===== config.mk =====
export PLATFORM = sky130hd
export DESIGN_NAME = conf_loader_flat
export DESIGN_NICKNAME = d
export VERILOG_FILES = /design/src/rtl/conf_loader_if.sv /design/src/rtl/conf_loader.sv /design/src/flat_wrapper.sv
export SDC_FILE = /design/constraint.sdc
export NUM_CORES = 1
export LEC_CHECK = 0
export BUFFER_PORTS_ARGS = -buffer_cell sky130_fd_sc_hd__clkbuf_2
export CORE_ASPECT_RATIO = 1.1
export CORE_MARGIN = 1
export CORE_UTILIZATION = 50
export CTS_BUF_LIST = sky130_fd_sc_hd__clkbuf_4
export CTS_CLUSTER_DIAMETER = 50
export CTS_CLUSTER_SIZE = 16
export DETAILED_ROUTE_END_ITERATION = 6
export PLACE_DENSITY = 0.81
export SKIP_CTS_REPAIR_TIMING = 1
export SLEW_MARGIN = 15
export SYNTH_ARGS = -nofsm -noshare
export SYNTH_HDL_FRONTEND = slang
export SYNTH_SLANG_ARGS = --single-unit

===== constraint.sdc =====
create_clock -name clk_i -period 2.5 [get_ports clk_i]
set_input_delay 0.5 -clock clk_i [delete_from_list [all_inputs] [get_ports clk_i]]
set_output_delay 0.5 -clock clk_i [all_outputs]
set_load 0.03 [all_outputs]

===== src/rtl/conf_loader_if.sv =====
// Host byte streams and memory configuration port shared by conf_loader and its neighbours.
// The master side is the loader: it is the rx sink, the tx source and the driver of the conf port.
interface conf_loader_if;
    logic        rx_valid;
    logic [7:0]  rx_data;
    logic        rx_ready;
    logic        tx_valid;
    logic [7:0]  tx_data;
    logic        tx_ready;
    logic        conf_sel;
    logic        conf_rden;
    logic        conf_wren;
    logic [31:0] conf_addr;
    logic [31:0] conf_wdata;
    logic [31:0] conf_rdata;

    modport master (
        input  rx_valid, rx_data, tx_ready, conf_rdata,
        output rx_ready, tx_valid, tx_data, conf_sel, conf_rden, conf_wren, conf_addr, conf_wdata
    );

    modport slave (
        output rx_valid, rx_data, tx_ready, conf_rdata,
        input  rx_ready, tx_valid, tx_data, conf_sel, conf_rden, conf_wren, conf_addr, conf_wdata
    );
endinterface


===== src/rtl/conf_loader.sv =====
// Host command parser: turns an inbound byte stream into word writes/reads on the memory
// configuration port, returns responses on the outbound stream and owns conf_sel.
module conf_loader #(
    parameter int unsigned RD_LAT   = 1,
    parameter logic        RST_CONF = 1'b1
) (
    input  logic          clk_i,
    input  logic          rst_ni,
    conf_loader_if.master bus,
    output logic [7:0]    err_cnt
);

    localparam logic [3:0] IDLE    = 4'd0;
    localparam logic [3:0] ADDR    = 4'd1;
    localparam logic [3:0] LEN     = 4'd2;
    localparam logic [3:0] WDATA   = 4'd3;
    localparam logic [3:0] WR      = 4'd4;
    localparam logic [3:0] RD_REQ  = 4'd5;
    localparam logic [3:0] RD_WAIT = 4'd6;
    localparam logic [3:0] RD_SEND = 4'd7;
    localparam logic [3:0] RESP    = 4'd8;

    logic [3:0]  state;
    logic        is_wr;
    logic [1:0]  byte_cnt;
    logic [15:0] count;
    logic [31:0] addr;
    logic [31:0] wdata;
    logic [31:0] rdata;
    logic [1:0]  wait_cnt;
    logic        tx_valid_q;
    logic [7:0]  tx_data_q;
    logic        sel_q;
    logic [7:0]  err_q;
    logic        ready_en;

    logic        rx_open;
    logic        accept;
    logic        tx_fire;
    logic [7:0]  err_inc;
    logic [15:0] len_full;

    // ready_en keeps rx_ready low for the first cycle out of reset
    assign rx_open  = (state == IDLE) || (state == ADDR) || (state == LEN) || (state == WDATA);
    assign accept   = bus.rx_valid && bus.rx_ready;
    assign tx_fire  = tx_valid_q && bus.tx_ready;
    assign err_inc  = (err_q == 8'hFF) ? err_q : err_q + 8'd1;
    assign len_full = {count[7:0], bus.rx_data};

    assign bus.rx_ready   = ready_en && rx_open;
    assign bus.tx_valid   = tx_valid_q;
    assign bus.tx_data    = tx_data_q;
    assign bus.conf_sel   = sel_q;
    assign bus.conf_wren  = (state == WR);
    assign bus.conf_rden  = (state == RD_REQ);
    assign bus.conf_addr  = addr;
    assign bus.conf_wdata = wdata;
    assign err_cnt        = err_q;

    always_ff @(posedge clk_i or negedge rst_ni) begin
        if (!rst_ni) begin
            state      <= IDLE;
            is_wr      <= 1'b0;
            byte_cnt   <= '0;
            count      <= '0;
            addr       <= '0;
            wdata      <= '0;
            rdata      <= '0;
            wait_cnt   <= '0;
            tx_valid_q <= 1'b0;
            tx_data_q  <= '0;
            sel_q      <= RST_CONF;
            err_q      <= '0;
            ready_en   <= 1'b0;
        end else begin
            ready_en <= 1'b1;
            case (state)
                IDLE: if (accept) begin
                    byte_cnt <= '0;
                    case (bus.rx_data)
                        8'h01: begin is_wr <= 1'b1; state <= ADDR; end
                        8'h02: begin is_wr <= 1'b0; state <= ADDR; end
                        8'h03: begin sel_q <= 1'b1; tx_valid_q <= 1'b1; tx_data_q <= 8'h01; state <= RESP; end
                        8'h04: begin sel_q <= 1'b0; tx_valid_q <= 1'b1; tx_data_q <= 8'h01; state <= RESP; end
                        default: begin
                            err_q      <= err_inc;
                            tx_valid_q <= 1'b1;
                            tx_data_q  <= 8'hEE;
                            state      <= RESP;
                        end
                    endcase
                end
                ADDR: if (accept) begin
                    addr     <= {addr[23:0], bus.rx_data};
                    byte_cnt <= byte_cnt + 2'd1;
                    if (byte_cnt == 2'd3) state <= LEN;
                end
                LEN: if (accept) begin
                    count    <= len_full;
                    byte_cnt <= byte_cnt + 2'd1;
                    if (byte_cnt == 2'd1) begin
                        byte_cnt <= '0;
                        // In run mode a WRITE payload is still drained so the stream stays framed
                        if (!sel_q) begin
                            err_q <= err_inc;
                            if (is_wr && len_full != 16'd0) begin
                                state <= WDATA;
                            end else begin
                                tx_valid_q <= 1'b1;
                                tx_data_q  <= 8'hE1;
                                state      <= RESP;
                            end
                        end else if (len_full == 16'd0) begin
                            tx_valid_q <= 1'b1;
                            tx_data_q  <= 8'h01;
                            state      <= RESP;
                        end else begin
                            state <= is_wr ? WDATA : RD_REQ;
                        end
                    end
                end
                WDATA: if (accept) begin
                    wdata    <= {bus.rx_data, wdata[31:8]};
                    byte_cnt <= byte_cnt + 2'd1;
                    if (byte_cnt == 2'd3) begin
                        if (sel_q) begin
                            state <= WR;
                        end else if (count == 16'd1) begin
                            tx_valid_q <= 1'b1;
                            tx_data_q  <= 8'hE1;
                            state      <= RESP;
                        end else begin
                            count <= count - 16'd1;
                        end
                    end
                end
                WR: begin
                    addr  <= addr + 32'd1;
                    count <= count - 16'd1;
                    if (count == 16'd1) begin
                        tx_valid_q <= 1'b1;
                        tx_data_q  <= 8'h01;
                        state      <= RESP;
                    end else begin
                        state <= WDATA;
                    end
                end
                RD_REQ: begin
                    wait_cnt <= '0;
                    state    <= RD_WAIT;
                end
                RD_WAIT: begin
                    if (wait_cnt == 2'(RD_LAT - 1)) begin
                        rdata      <= bus.conf_rdata;
                        tx_valid_q <= 1'b1;
                        tx_data_q  <= bus.conf_rdata[7:0];
                        byte_cnt   <= '0;
                        state      <= RD_SEND;
                    end else begin
                        wait_cnt <= wait_cnt + 2'd1;
                    end
                end
                RD_SEND: if (tx_fire) begin
                    byte_cnt <= byte_cnt + 2'd1;
                    if (byte_cnt == 2'd3) begin
                        tx_valid_q <= 1'b0;
                        addr       <= addr + 32'd1;
                        count      <= count - 16'd1;
                        state      <= (count == 16'd1) ? IDLE : RD_REQ;
                    end else begin
                        rdata     <= {8'h00, rdata[31:8]};
                        tx_data_q <= rdata[15:8];
                    end
                end
                RESP: if (tx_fire) begin
                    tx_valid_q <= 1'b0;
                    state      <= IDLE;
                end
                default: state <= IDLE;
            endcase
        end
    end

endmodule


===== src/flat_wrapper.sv =====
// flat-port wrapper written by rule: the top's interface ports become plain ports
module conf_loader_flat 
#(
    parameter int unsigned RD_LAT   = 1,
    parameter logic        RST_CONF = 1'b1
)
  (clk_i, rst_ni, err_cnt, bus_rx_valid, bus_rx_data, bus_tx_ready, bus_conf_rdata, bus_rx_ready, bus_tx_valid, bus_tx_data, bus_conf_sel, bus_conf_rden, bus_conf_wren, bus_conf_addr, bus_conf_wdata);
  conf_loader_if bus_i ();
  input  logic clk_i;
  input  logic rst_ni;
  output logic [7:0] err_cnt;
  input wire logic [$bits(bus_i.rx_valid)-1:0] bus_rx_valid;
  input wire logic [$bits(bus_i.rx_data)-1:0] bus_rx_data;
  input wire logic [$bits(bus_i.tx_ready)-1:0] bus_tx_ready;
  input wire logic [$bits(bus_i.conf_rdata)-1:0] bus_conf_rdata;
  output wire logic [$bits(bus_i.rx_ready)-1:0] bus_rx_ready;
  output wire logic [$bits(bus_i.tx_valid)-1:0] bus_tx_valid;
  output wire logic [$bits(bus_i.tx_data)-1:0] bus_tx_data;
  output wire logic [$bits(bus_i.conf_sel)-1:0] bus_conf_sel;
  output wire logic [$bits(bus_i.conf_rden)-1:0] bus_conf_rden;
  output wire logic [$bits(bus_i.conf_wren)-1:0] bus_conf_wren;
  output wire logic [$bits(bus_i.conf_addr)-1:0] bus_conf_addr;
  output wire logic [$bits(bus_i.conf_wdata)-1:0] bus_conf_wdata;
  assign bus_i.rx_valid = bus_rx_valid;
  assign bus_i.rx_data = bus_rx_data;
  assign bus_i.tx_ready = bus_tx_ready;
  assign bus_i.conf_rdata = bus_conf_rdata;
  assign bus_rx_ready = bus_i.rx_ready;
  assign bus_tx_valid = bus_i.tx_valid;
  assign bus_tx_data = bus_i.tx_data;
  assign bus_conf_sel = bus_i.conf_sel;
  assign bus_conf_rden = bus_i.conf_rden;
  assign bus_conf_wren = bus_i.conf_wren;
  assign bus_conf_addr = bus_i.conf_addr;
  assign bus_conf_wdata = bus_i.conf_wdata;
  conf_loader #(.RD_LAT(RD_LAT), .RST_CONF(RST_CONF)) u_core (.clk_i(clk_i), .rst_ni(rst_ni), .bus(bus_i), .err_cnt(err_cnt));
endmodule

After elaboration in Yosys (flattened, before gate mapping)

Cells that the tools add are included.

$add $sub $neg: 5
Multipliers: 0
Divide/modulo/power cells: 0
$lt $le $gt $ge: 0
Equality and inequality tests: 40
Shifts and indexed selects: 0
Muxes and demuxes: 87
Bitwise gates (word level): 0
Reduce and logical (&&, ||, !) cells: 37

Operator list:

| cell                                                  | count |
|---|---|
| two-way mux 32 bit                                    | 6 |
| two-way mux 8 bit                                     | 20 |
| two-way mux 16 bit                                    | 7 |
| one-hot mux 32 bit (3 select lines)                   | 1 |
| two-way mux 4 bit                                     | 18 |
| one-hot mux 16 bit (4 select lines)                   | 1 |
| one-hot mux 32 bit (2 select lines)                   | 1 |
| one-hot mux 8 bit (6 select lines)                    | 1 |
| one-hot mux 4 bit (9 select lines)                    | 1 |
| adder 32 x 1 -> 32 bit (second input constant)        | 1 |
| one-hot mux 8 bit (2 select lines)                    | 2 |
| != test 2 bit (second input constant)                 | 11 |
| != test 2 x 1 -> 1 bit (second input constant)        | 10 |
| equality test 16 x 1 -> 1 bit (second input constant) | 1 |
| equality test 4 x 3 -> 1 bit (second input constant)  | 4 |
| equality test 8 x 2 -> 1 bit (second input constant)  | 2 |
| logical NOT 16 bit                                    | 1 |
| nonzero test 16 bit                                   | 1 |
| subtractor 16 x 1 -> 16 bit (second input constant)   | 1 |
| two-way mux 1 bit                                     | 15 |
| AND reduction 15 bit                                  | 1 |
| two-way mux 2 bit                                     | 7 |
| AND reduction 14 bit                                  | 1 |
| AND reduction 12 bit                                  | 1 |
| 34 further kinds                                      | 54 |

Flip-flop bits (word level): 140
Bits in latches: 0
Memory bits (writable): 0
ROM bits: 0
Bits of input ports: 44
Memories: 0

Logic depth before layout (Yosys ltp)

Gate-level depths: netlist of run 1.

Word-level depth: 8
Gate-level depth with buffers: 10
Mapped depth without buffers: 7

Least setup slack after synthesis of run 1

Ideal clock, no wire load.

Path kind: input port to flip-flop
Start: in bus_rx_data[3]
End: reg u_core.tx_data_q[0], in the netlist u_core.bus.tx_data[0]
Setup time: 125 ps
Arrival: 2569 ps
Required time: 2375 ps
Path slack: -194 ps
Stages on the path: 5
Path through: or4_4 > or4_4 > o221a_4 > nor4_4 > mux2_2

Cells in the longest elaborated chain, start to end: 5
Elaborated cells on any way between the ends: 16

RTL lines:

| element                                              | line               | source |
|---|---|---|
| start, declared                                      | flat_wrapper.sv:13 | `input wire logic [$bits(bus_i.rx_data)-1:0] bus_rx_data;` |
| equality test 8 x 2 -> 1 bit (tied with other cells) | conf_loader.sv:80  | `case (bus.rx_data)` |
| OR reduction 2 bit (no source line)                  | -                  |  |
| one-hot mux 8 bit (2 select lines)                   | conf_loader.sv:80  |  |
| two-way mux 8 bit                                    | conf_loader.sv:78  | `IDLE: if (accept) begin` |
| one-hot mux 8 bit (6 select lines)                   | conf_loader.sv:77  | `case (state)` |
| end signal, assigned                                 | conf_loader.sv:156 | `tx_data_q <= bus.conf_rdata[7:0];` |
| end signal, assigned                                 | conf_loader.sv:172 | `tx_data_q <= rdata[15:8];` |
| end, declared                                        | conf_loader.sv:32  | `logic [7:0] tx_data_q;` |

Parallel ways exist; a longest one is shown, timed or not. The select of a mux whose other input is x is not followed.
A chain may end at the register's enable or synchronous reset.

Worst setup path in the final report of run 1

Start: reg u_core.count[0]
End: reg u_core.tx_data_q[5], in the netlist u_core.bus.tx_data[5]

Cells in the longest elaborated chain, start to end: 4
Elaborated cells on any way between the ends: 9

RTL lines:

| element                                   | line               | source |
|---|---|---|
| start, declared                           | conf_loader.sv:26  | `logic [15:0] count;` |
| start signal, assigned                    | conf_loader.sv:99  | `count <= len_full;` |
| start signal, assigned                    | conf_loader.sv:133 | `count <= count - 16'd1;` |
| start signal, assigned                    | conf_loader.sv:139 | `count <= count - 16'd1;` |
| nonzero test 16 bit                       | conf_loader.sv:106 | `if (is_wr && len_full != 16'd0) begin` |
| logical AND 1 bit                         | conf_loader.sv:106 |  |
| != test 3 x 2 -> 1 bit (no source line)   | -                  |  |
| AND reduction 15 bit (no source line) (*) | -                  |  |

Mark *: on every way between the ends. The rest lies on a longest branch, timed or not.

==> qor.csv, run 1 <==
stage,metric,value,unit
outcome,status,"complete, no violations",
power_and_ir_drop,pwr-share-comb,0.325,
synth,async_reset_ff_frac,1.00,
global_route,grt_use_met3,0.0621,
worst_setup_path,crit_required,2.95,ns
finish,final_area,0.00901,mm²
sta,slew_headroom,0.513,
detailed_routing,num_vias,7120,
synth,synth-xor-area-share,0.0105,
sta,period_needed,2.34,ns
floorplan,die_h,130,µm
floorplan,row_count,46,
worst_hold_path,min_path_cells,3,
sta,finalSetupViolations,0,
worst_setup_path,crit_type,reg -> reg,
floorplan,io_pins,129,
synth,synth_top_family_by_area,compound AO/OA/AOI/OAI gates,
floorplan,dieArea,0.0154,mm²
finish,drive_gt1_frac,0.301,
power_and_ir_drop,power_frac_seq,0.431,
synth,syn-cell-area,0.00748,mm²
sta,fin_crit_sh,0.936,
sta,finalHoldViolations,0,
power_and_ir_drop,p_int,4070,µW
power_and_ir_drop,p_sw_frac,0.385,
global_route,grt_pass1_wl,32700,µm
synth,syn_nets,872,
place,place_congestion,0.952,
synth,ys_warn_count,0,
synth,synth_cells,819,
clock_tree,root_buffer,clkbuf_4,
flow_run,drv_cap,0,
worst_setup_path,r2r_start,u_core.count[0]$_DFFE_PN0P_,
worst_hold_path,hp-start,bus_conf_rdata[17],
synth,yosys_register_bits,132,
floorplan,start_util,0.515,
synth,synth-adder-area-share,0.0151,
power_and_ir_drop,p_total,6620,µW
synth,ys.flop_type,dfrtp_1,
synth,synth_compound_area_frac,0.208,
power_and_ir_drop,leakagePower,0.00410,µW
floorplan,die_x,119,µm
clock_tree,cts_buffer_depth,2,
global_route,busiest_layer,met2,
sta,fmax,0.427,GHz
synth,synth-edff-count,0,
worst_hold_path,hold_class,in -> reg,
detailed_routing,avgViaCountPerCell,6.05,
synth,synth_cell_type_count,70,
power_and_ir_drop,power_switching,2550,µW
worst_setup_path,r2r_setup_slack,0.16,ns
finish,layout.nets,1025,
power_and_ir_drop,ir_worst_vdd,491,µV
synth,synthMuxAreaShare,0.0688,
finish,area_growth,20.5,%
finish,final_core_util,0.621,
sta,worst_slew_pin_slew,0.728,ns
sta,rsz0062_at_grt,no,
global_route,overflow,0,
synth,synth_seq_area_share,0.442,
clock_tree,cts.sinks,132,
worst_setup_path,crit_fanout,8,
synth,synth-simple-area-share,0.204,
place,dpl_cell_area,0.00865,mm²
finish,fillerInstances,1241,
global_route,gr-usage-met2,0.421,
place,port_buffers,128,
sta,slew_violations,0,
worst_hold_path,min_to,u_core.rdata[17]$_DFFE_PN0P_,
global_route,track_usage,0.263,
detailed_routing,totalWireLength,19700,µm
sta,hold-worst-slack,0.152,ns
clock_tree,path_clk_slew,0.13,ns
worst_setup_path,crit_arrival,2.79,ns
power_and_ir_drop,p_per_area,735,mW/mm²
global_route,grt_pass1_vias,6600,
place,hpwl,13900,µm
place,dp_cells,1144,
sta,skew,0.0201,ns
detailed_routing,drt_iter0_drc,830,
detailed_routing,dr.pass1.iters,5,
global_route,grt_max_degree,54,
synth,syn_avg_cell_area,9.13,µm²
worst_setup_path,critPathLaunchType,register,
worst_setup_path,endpoint_kind,register,
global_route,met1_usage,0.345,
clock_tree,cts_tree,done,
detailed_routing,ant_nets,0,
clock_tree,clkLatencyLatePin,0.56,ns
global_route,antenna_found_initial,1,
clock_tree,htree_num_levels,4,
detailed_routing,drc,0,
worst_setup_path,timing.rr.end,u_core.bus.tx_data[5]$_DFFE_PN0P_,
worst_setup_path,ff2ff_path_depth,8,
clock_tree,cts_buffers,17,
floorplan,core,0.0145,mm²
finish,final_cells,1177,
power_and_ir_drop,power_frac_clock,0.244,
detailed_routing,wire_per_inst,16.7,µm
worst max-delay path: stages (launching register included):
cell	delay, ns
dfrtp_1	0.40
inv_1	0.15
ha_1	0.19
nor4b_1	0.24
nand2_1	0.16
o221a_4	0.29
nor4_4	0.25
buf_4	0.21
mux2_2	0.34
worst max-delay path by stage:
stage | cells past startpoint | to | startpoint | slack, ns
floorplan | 5 | u_core.bus.tx_data[0]$_DFFE_PN0P_ | bus_rx_data[3] | -0.17
global placement | 7 | u_core.bus.tx_data[4]$_DFFE_PN0P_ | bus_rx_data[3] | -0.24
CTS | 3 | bus_conf_wren | u_core.state[1]$_DFFE_PN0P_ | -0.02
finish | 8 | u_core.bus.tx_data[5]$_DFFE_PN0P_ | u_core.count[0]$_DFFE_PN0P_ | 0.16
detailed placement | 7 | u_core.bus.tx_data[0]$_DFFE_PN0P_ | bus_rx_data[3] | -0.27
global route | 5 | bus_conf_rden | u_core.state[1]$_DFFE_PN0P_ | 0.009
flip-flops by register name, summed over array words and instances, names as in the netlist:
| register | count |
|---|---|
| u_core.bus.conf_addr | 32 |
| u_core.bus.conf_wdata | 32 |
| u_core.rdata | 24 |
| u_core.count | 16 |
| u_core.bus.tx_data | 8 |
| u_core.err_cnt | 8 |
| u_core.state | 4 |
| u_core.byte_cnt | 2 |
| u_core.wait_cnt | 2 |
| u_core.bus.conf_sel | 1 |
| u_core.bus.tx_valid | 1 |
| u_core.is_wr | 1 |
| u_core.ready_en | 1 |
power groups by stage:
stage	Clock, µW	Sequential, µW	Combinational [µW]
after floorplan	0	3100	1100
after global placement	0	2880	2110
after detailed placement	0	2870	2140
after CTS	1660	2840	2140
after global routing	1750	2910	2330
final	1620	2860	2150
kinds of logic (layout without fill, tap and decap cells):
group | count (synthesis) | after routing
xor+xnor | 9 | 9
flops | 132 | 132
other cells | 1 | 2
mux | 46 | 46
buf+inv | 91 | 256
compound gates | 233 | 233
simple gates | 298 | 298
fa+ha+maj | 9 | 9
cell usage after synthesis, drive strengths merged, types with 5 or more instances:
library cell | number | area, µm²
dfrtp | 131 | 3280
nand2 | 83 | 312
nor2 | 60 | 225
clkbuf | 57 | 255
a21oi | 56 | 280
mux2 | 43 | 484
o21ai | 41 | 205
nand3 | 36 | 180
a31oi | 28 | 175
inv | 28 | 105
nor3 | 26 | 130
a2bb2oi | 25 | 219
nand4 | 20 | 125
o22ai | 19 | 119
nor4 | 14 | 103
and3 | 9 | 56.3
ha | 9 | 113
xnor2 | 8 | 70.1
o22a | 7 | 61.3
a211oi | 6 | 45.0
a221o | 6 | 60.1
and2 | 6 | 38.8
nor4b | 6 | 52.6
o31ai | 6 | 45.0
a22oi | 5 | 37.5
and4 | 5 | 43.8
buf | 5 | 20.0
per-stage QoR:
stage	setup WS [ns]	TNS (ns)
floorplan	-0.175	-1.40
global placement	-0.242	-1.96
detailed placement	-0.265	-2.20
CTS	-0.0196	-0.0196
global route	0.00866	0
finish	0.160	0
layout by cell type, fill, tap and decap left out, types with 6 or more instances in the layout:
cell / synthesis / layout
nor2_1: 60 / 60
o31ai_1: 6 / 6
a31oi_1: 28 / 28
a211oi_1: 6 / 6
a21oi_1: 56 / 55
a221o_1: 6 / 6
nor4_1: 13 / 12
o22a_1: 7 / 7
ha_1: 9 / 9
clkbuf_4: 0 / 18
mux2_2: 43 / 43
o22ai_1: 19 / 19
nand4_1: 20 / 20
a2bb2oi_1: 25 / 25
nand2_1: 83 / 83
xnor2_1: 8 / 8
nor4b_1: 6 / 6
and3_1: 9 / 9
clkbuf_2: 1 / 126
o21ai_0: 39 / 39
nand3_1: 36 / 36
inv_1: 28 / 27
buf_4: 0 / 64
nor3_1: 26 / 24
dfrtp_1: 131 / 129
layer usage:
metal  up-vias  share of wire
li1       3352              -
met1      3438           0.44
met2       292           0.47
met3        38          0.067
met4         0          0.023
met5         -              0
layout make-up:
| cell class | count | area (µm²) | area share |
|---|---|---|---|
| Multi-Input combinational cell | 596 | 3830 | 0.425 |
| Clock buffer | 18 | 135 | 0.0150 |
| Timing Repair Buffer | 196 | 1200 | 0.133 |
| Tap cell | 192 | 240 | 0.0267 |
| Clock inverter | 13 | 184 | 0.0204 |
| Sequential cell | 132 | 3310 | 0.367 |
| Antenna cell | 1 | 2.50 | 0.000278 |
| Inverter | 29 | 109 | 0.0121 |
Note: power is estimated with default switching activity, not from simulation.
==> run 2: changes to the inputs <==
- BUFFER_PORTS_ARGS: -buffer_cell sky130_fd_sc_hd__clkbuf_2 -> -buffer_cell sky130_fd_sc_hd__buf_2
- CORE_UTILIZATION: 50 -> 45
- PLACE_DENSITY: 0.81 -> 0.75
- SLEW_MARGIN: 15 -> 20
==> run 2 against run 1 <==
Clock power is 14% lower. Global-route usage is 2.7 points lower. Flip-flop and latch count stayed put. Sequential power hardly changed. Die area is 11% higher. Sequential share of layout area hardly changed. Largest cell class unchanged. Critical path depth is 4 lower. Clock skew is 0.0065 ns higher. Combinational power hardly changed. The run now ends with design-rule violations left. Maximum frequency is 2.7% lower. Worst setup slack worse by 0.064 ns. Via count is 1.0% lower.
==> qor.csv, run 2 (synthesis gave the netlist of run 1 again) <==
stage,metric,value,unit,change
global_route,antenna_found_initial,0,,was 1
worst_setup_path,crit_arrival,1.90,ns,was 2.79 ns
clock_tree,path_clk_slew,0.13,ns,about the same
worst_setup_path,endpoint_kind,output port,,was register
sta,fin_crit_sh,0.962,,was 0.936
worst_setup_path,critPathBufInv,2,,unchanged
floorplan,core,0.0163,mm²,was 0.0145 mm²
floorplan,start_util,0.458,,was 0.515
sta,slew_violations,0,,unchanged
sta,skew,0.0266,ns,was 0.0201 ns
finish,drive_gt1_frac,0.305,,was 0.301
place,hpwl,14000,µm,was 13900 µm
clock_tree,cts.sinks,132,,unchanged
global_route,overflow,0,,unchanged
sta,timing.setup.tns,0,ns,unchanged
sta,finalHoldViolations,0,,unchanged
detailed_routing,drt_iter0_drc,434,,was 830
outcome,status,"finished, violations left",,"was complete, no violations"
detailed_routing,totalWireLength,19900,µm,was 19700 µm
floorplan,row_count,49,,was 46
floorplan,die_x,125,µm,was 119 µm
finish,fillerInstances,1466,,was 1241
place,place_congestion,0.961,,was 0.952
floorplan,die_h,137,µm,was 130 µm
detailed_routing,avgViaCountPerCell,5.91,,was 6.05
global_route,grt_pass1_vias,6523,,was 6600
detailed_routing,met2_length,9320,µm,was 9190 µm
sta,period_needed,2.40,ns,was 2.34 ns
place,port_buffers,128,,unchanged
clock_tree,htree_num_levels,4,,unchanged
global_route,grt_pass1_wl,32300,µm,was 32700 µm
global_route,track_usage,0.236,,was 0.263
worst_setup_path,critPathLaunchType,register,,unchanged
worst_setup_path,worstPathCellList,buf_4 > nand2b_1 > nor3_2 > buf_2,,was inv_1 > ha_1 > nor4b_1 > nand2_1 > o221a_4 > nor4_4 > buf_4 > mux2_2
clock_tree,cts_buffer_depth,2,,unchanged
sta,rsz0062_at_grt,yes,,was no
clock_tree,cts_tree,done,,unchanged
worst_hold_path,hold_class,in -> reg,,unchanged
worst_setup_path,crit_type,reg -> out,,was reg -> reg
detailed_routing,num_vias,7048,,was 7120
floorplan,io_pins,129,,unchanged
detailed_routing,wire_per_inst,16.7,µm,about the same
finish,area_growth,20.6,%,was 20.5%
worst_setup_path,slowest_delay,0.56,ns,was 0.40 ns
power_and_ir_drop,p_per_area,714,mW/mm²,was 735 mW/mm²
sta,slew_headroom,0.350,,was 0.513
sta,fmax,0.416,GHz,was 0.427 GHz
detailed_routing,dr.max_layer_used,met4,,unchanged
detailed_routing,wl_met3,1270,µm,was 1310 µm
worst_setup_path,crit_required,2.00,ns,was 2.95 ns
power_and_ir_drop,ir_worst_vdd,454,µV,was 491 µV
sta,hold-worst-slack,0.150,ns,was 0.152 ns
worst_setup_path,cpMaxStageDelayCell,dfrtp_2,,was dfrtp_1
detailed_routing,met1_length,8930,µm,was 8710 µm
outcome,violations,design-rule violations,,
clock_tree,clkLatencyLatePin,0.56,ns,about the same
detailed_routing,drc,16,,was 0
clock_tree,cts_buffers,17,,unchanged
sta,worst_slew_pin_slew,0.975,ns,was 0.728 ns
global_route,grt_max_degree,54,,unchanged
detailed_routing,ant_nets,0,,unchanged
worst_setup_path,path_delay_family,flip-flops,,was simple AND/OR/NAND/NOR gates
finish,layout.nets,1029,,was 1025
floorplan,dieArea,0.0171,mm²,was 0.0154 mm²
power_and_ir_drop,leakagePower,0.00414,µW,was 0.00410 µW
detailed_routing,dr.pass1.iters,7,,was 5
worst_setup_path,crit_fanout,16,,was 8
finish,antenna_cells,0,,was 1
finish,final_cell_mix,"127 x buf_2, 127 x dfrtp_1, 83 x nand2_1, 66 x buf_4, 59 x nor2_1",,"was 129 x dfrtp_1, 126 x clkbuf_2, 83 x nand2_1, 64 x buf_4, 60 x nor2_1"
sta,finalSetupViolations,0,,unchanged
flow_run,drv_cap,0,,unchanged
clock_tree,root_buffer,clkbuf_4,,unchanged
run 2: cell count changes in the layout (fill, tap and decap cells not counted), sizes merged:
cell | before | now
clkbuf | 144 | 19
clkinv | 9 | 5
diode | 1 | 0
buf | 69 | 199
bufinv | 4 | 1
clkinvlp | 0 | 3
inv | 29 | 33
run 2: cell type report:
class                           instances  area (µm²)  area share
Clock inverter                         13         124      0.0137
Sequential cell                       132        3310       0.367
Multi-Input combinational cell        596        3820       0.424
Tap cell                              204         255      0.0283
Timing Repair Buffer                  200        1250       0.139
Inverter                               29         113      0.0125
Clock buffer                           19         143      0.0158
run 2: power breakdown:
group	leakage (µW)	switching, µW	internal [µW]
logic	0.00232	1270	894
registers	0.00167	456	2410
clock network	0.000146	872	530
total	0.00414	2600	3840
run 2: worst reg2reg max path, delay by kind of cell (launching register included):
kind | cells | cell delay, ns
AOI/OAI and AO/OA | 1 | 0.29
adders and majority gates | 1 | 0.18
buffers and inverters | 2 | 0.30
DFF | 1 | 0.45
muxes | 1 | 0.35
and+or+nand+nor | 3 | 0.62
run 2: final timing paths:
check / from / to / slack (ns) / cells past startpoint
setup / recovery: u_core.state[2]$_DFFE_PN0P_ / bus_conf_wren / 0.1 / 4
hold / removal: bus_conf_rdata[31] / u_core.rdata[31]$_DFFE_PN0P_ / 0.15 / 3
setup reg to reg: u_core.count[0]$_DFFE_PN0P_ / u_core.bus.tx_data[6]$_DFFE_PN0P_ / 0.19 / 8
hold reg to reg: u_core.err_cnt[7]$_DFFE_PN0P_ / u_core.err_cnt[7]$_DFFE_PN0P_ / 0.51 / 1
max in group asynchronous: rst_ni / u_core.bus.tx_data[1]$_DFFE_PN0P_ / 1.42 / 3
min in group asynchronous: rst_ni / u_core.bus.conf_wdata[6]$_DFFE_PN0P_ / 0.44 / 2
run 2: per-stage QoR:
step | utilization | instances | setup WS (ns) | cell area [µm²] | total power, µW
floorplan | - | 819 | -0.175 | 7480 | 4200
global placement | 0.535 | 1160 | -0.261 | 8720 | 5010
detailed placement | 0.535 | 1160 | -0.270 | 8720 | 5050
CTS | 0.551 | 1192 | -0.216 | 8990 | 6450
global route | 0.553 | 1193 | -0.0124 | 9010 | 6810
finish | 0.553 | 1193 | 0.0961 | 9010 | 6440
run 2: per-layer routing:
metal,vias to the layer above,GRT usage
met5,-,0
met4,0,0.100
met3,31,0.0563
met2,254,0.376
met1,3396,0.310
li1,3367,-
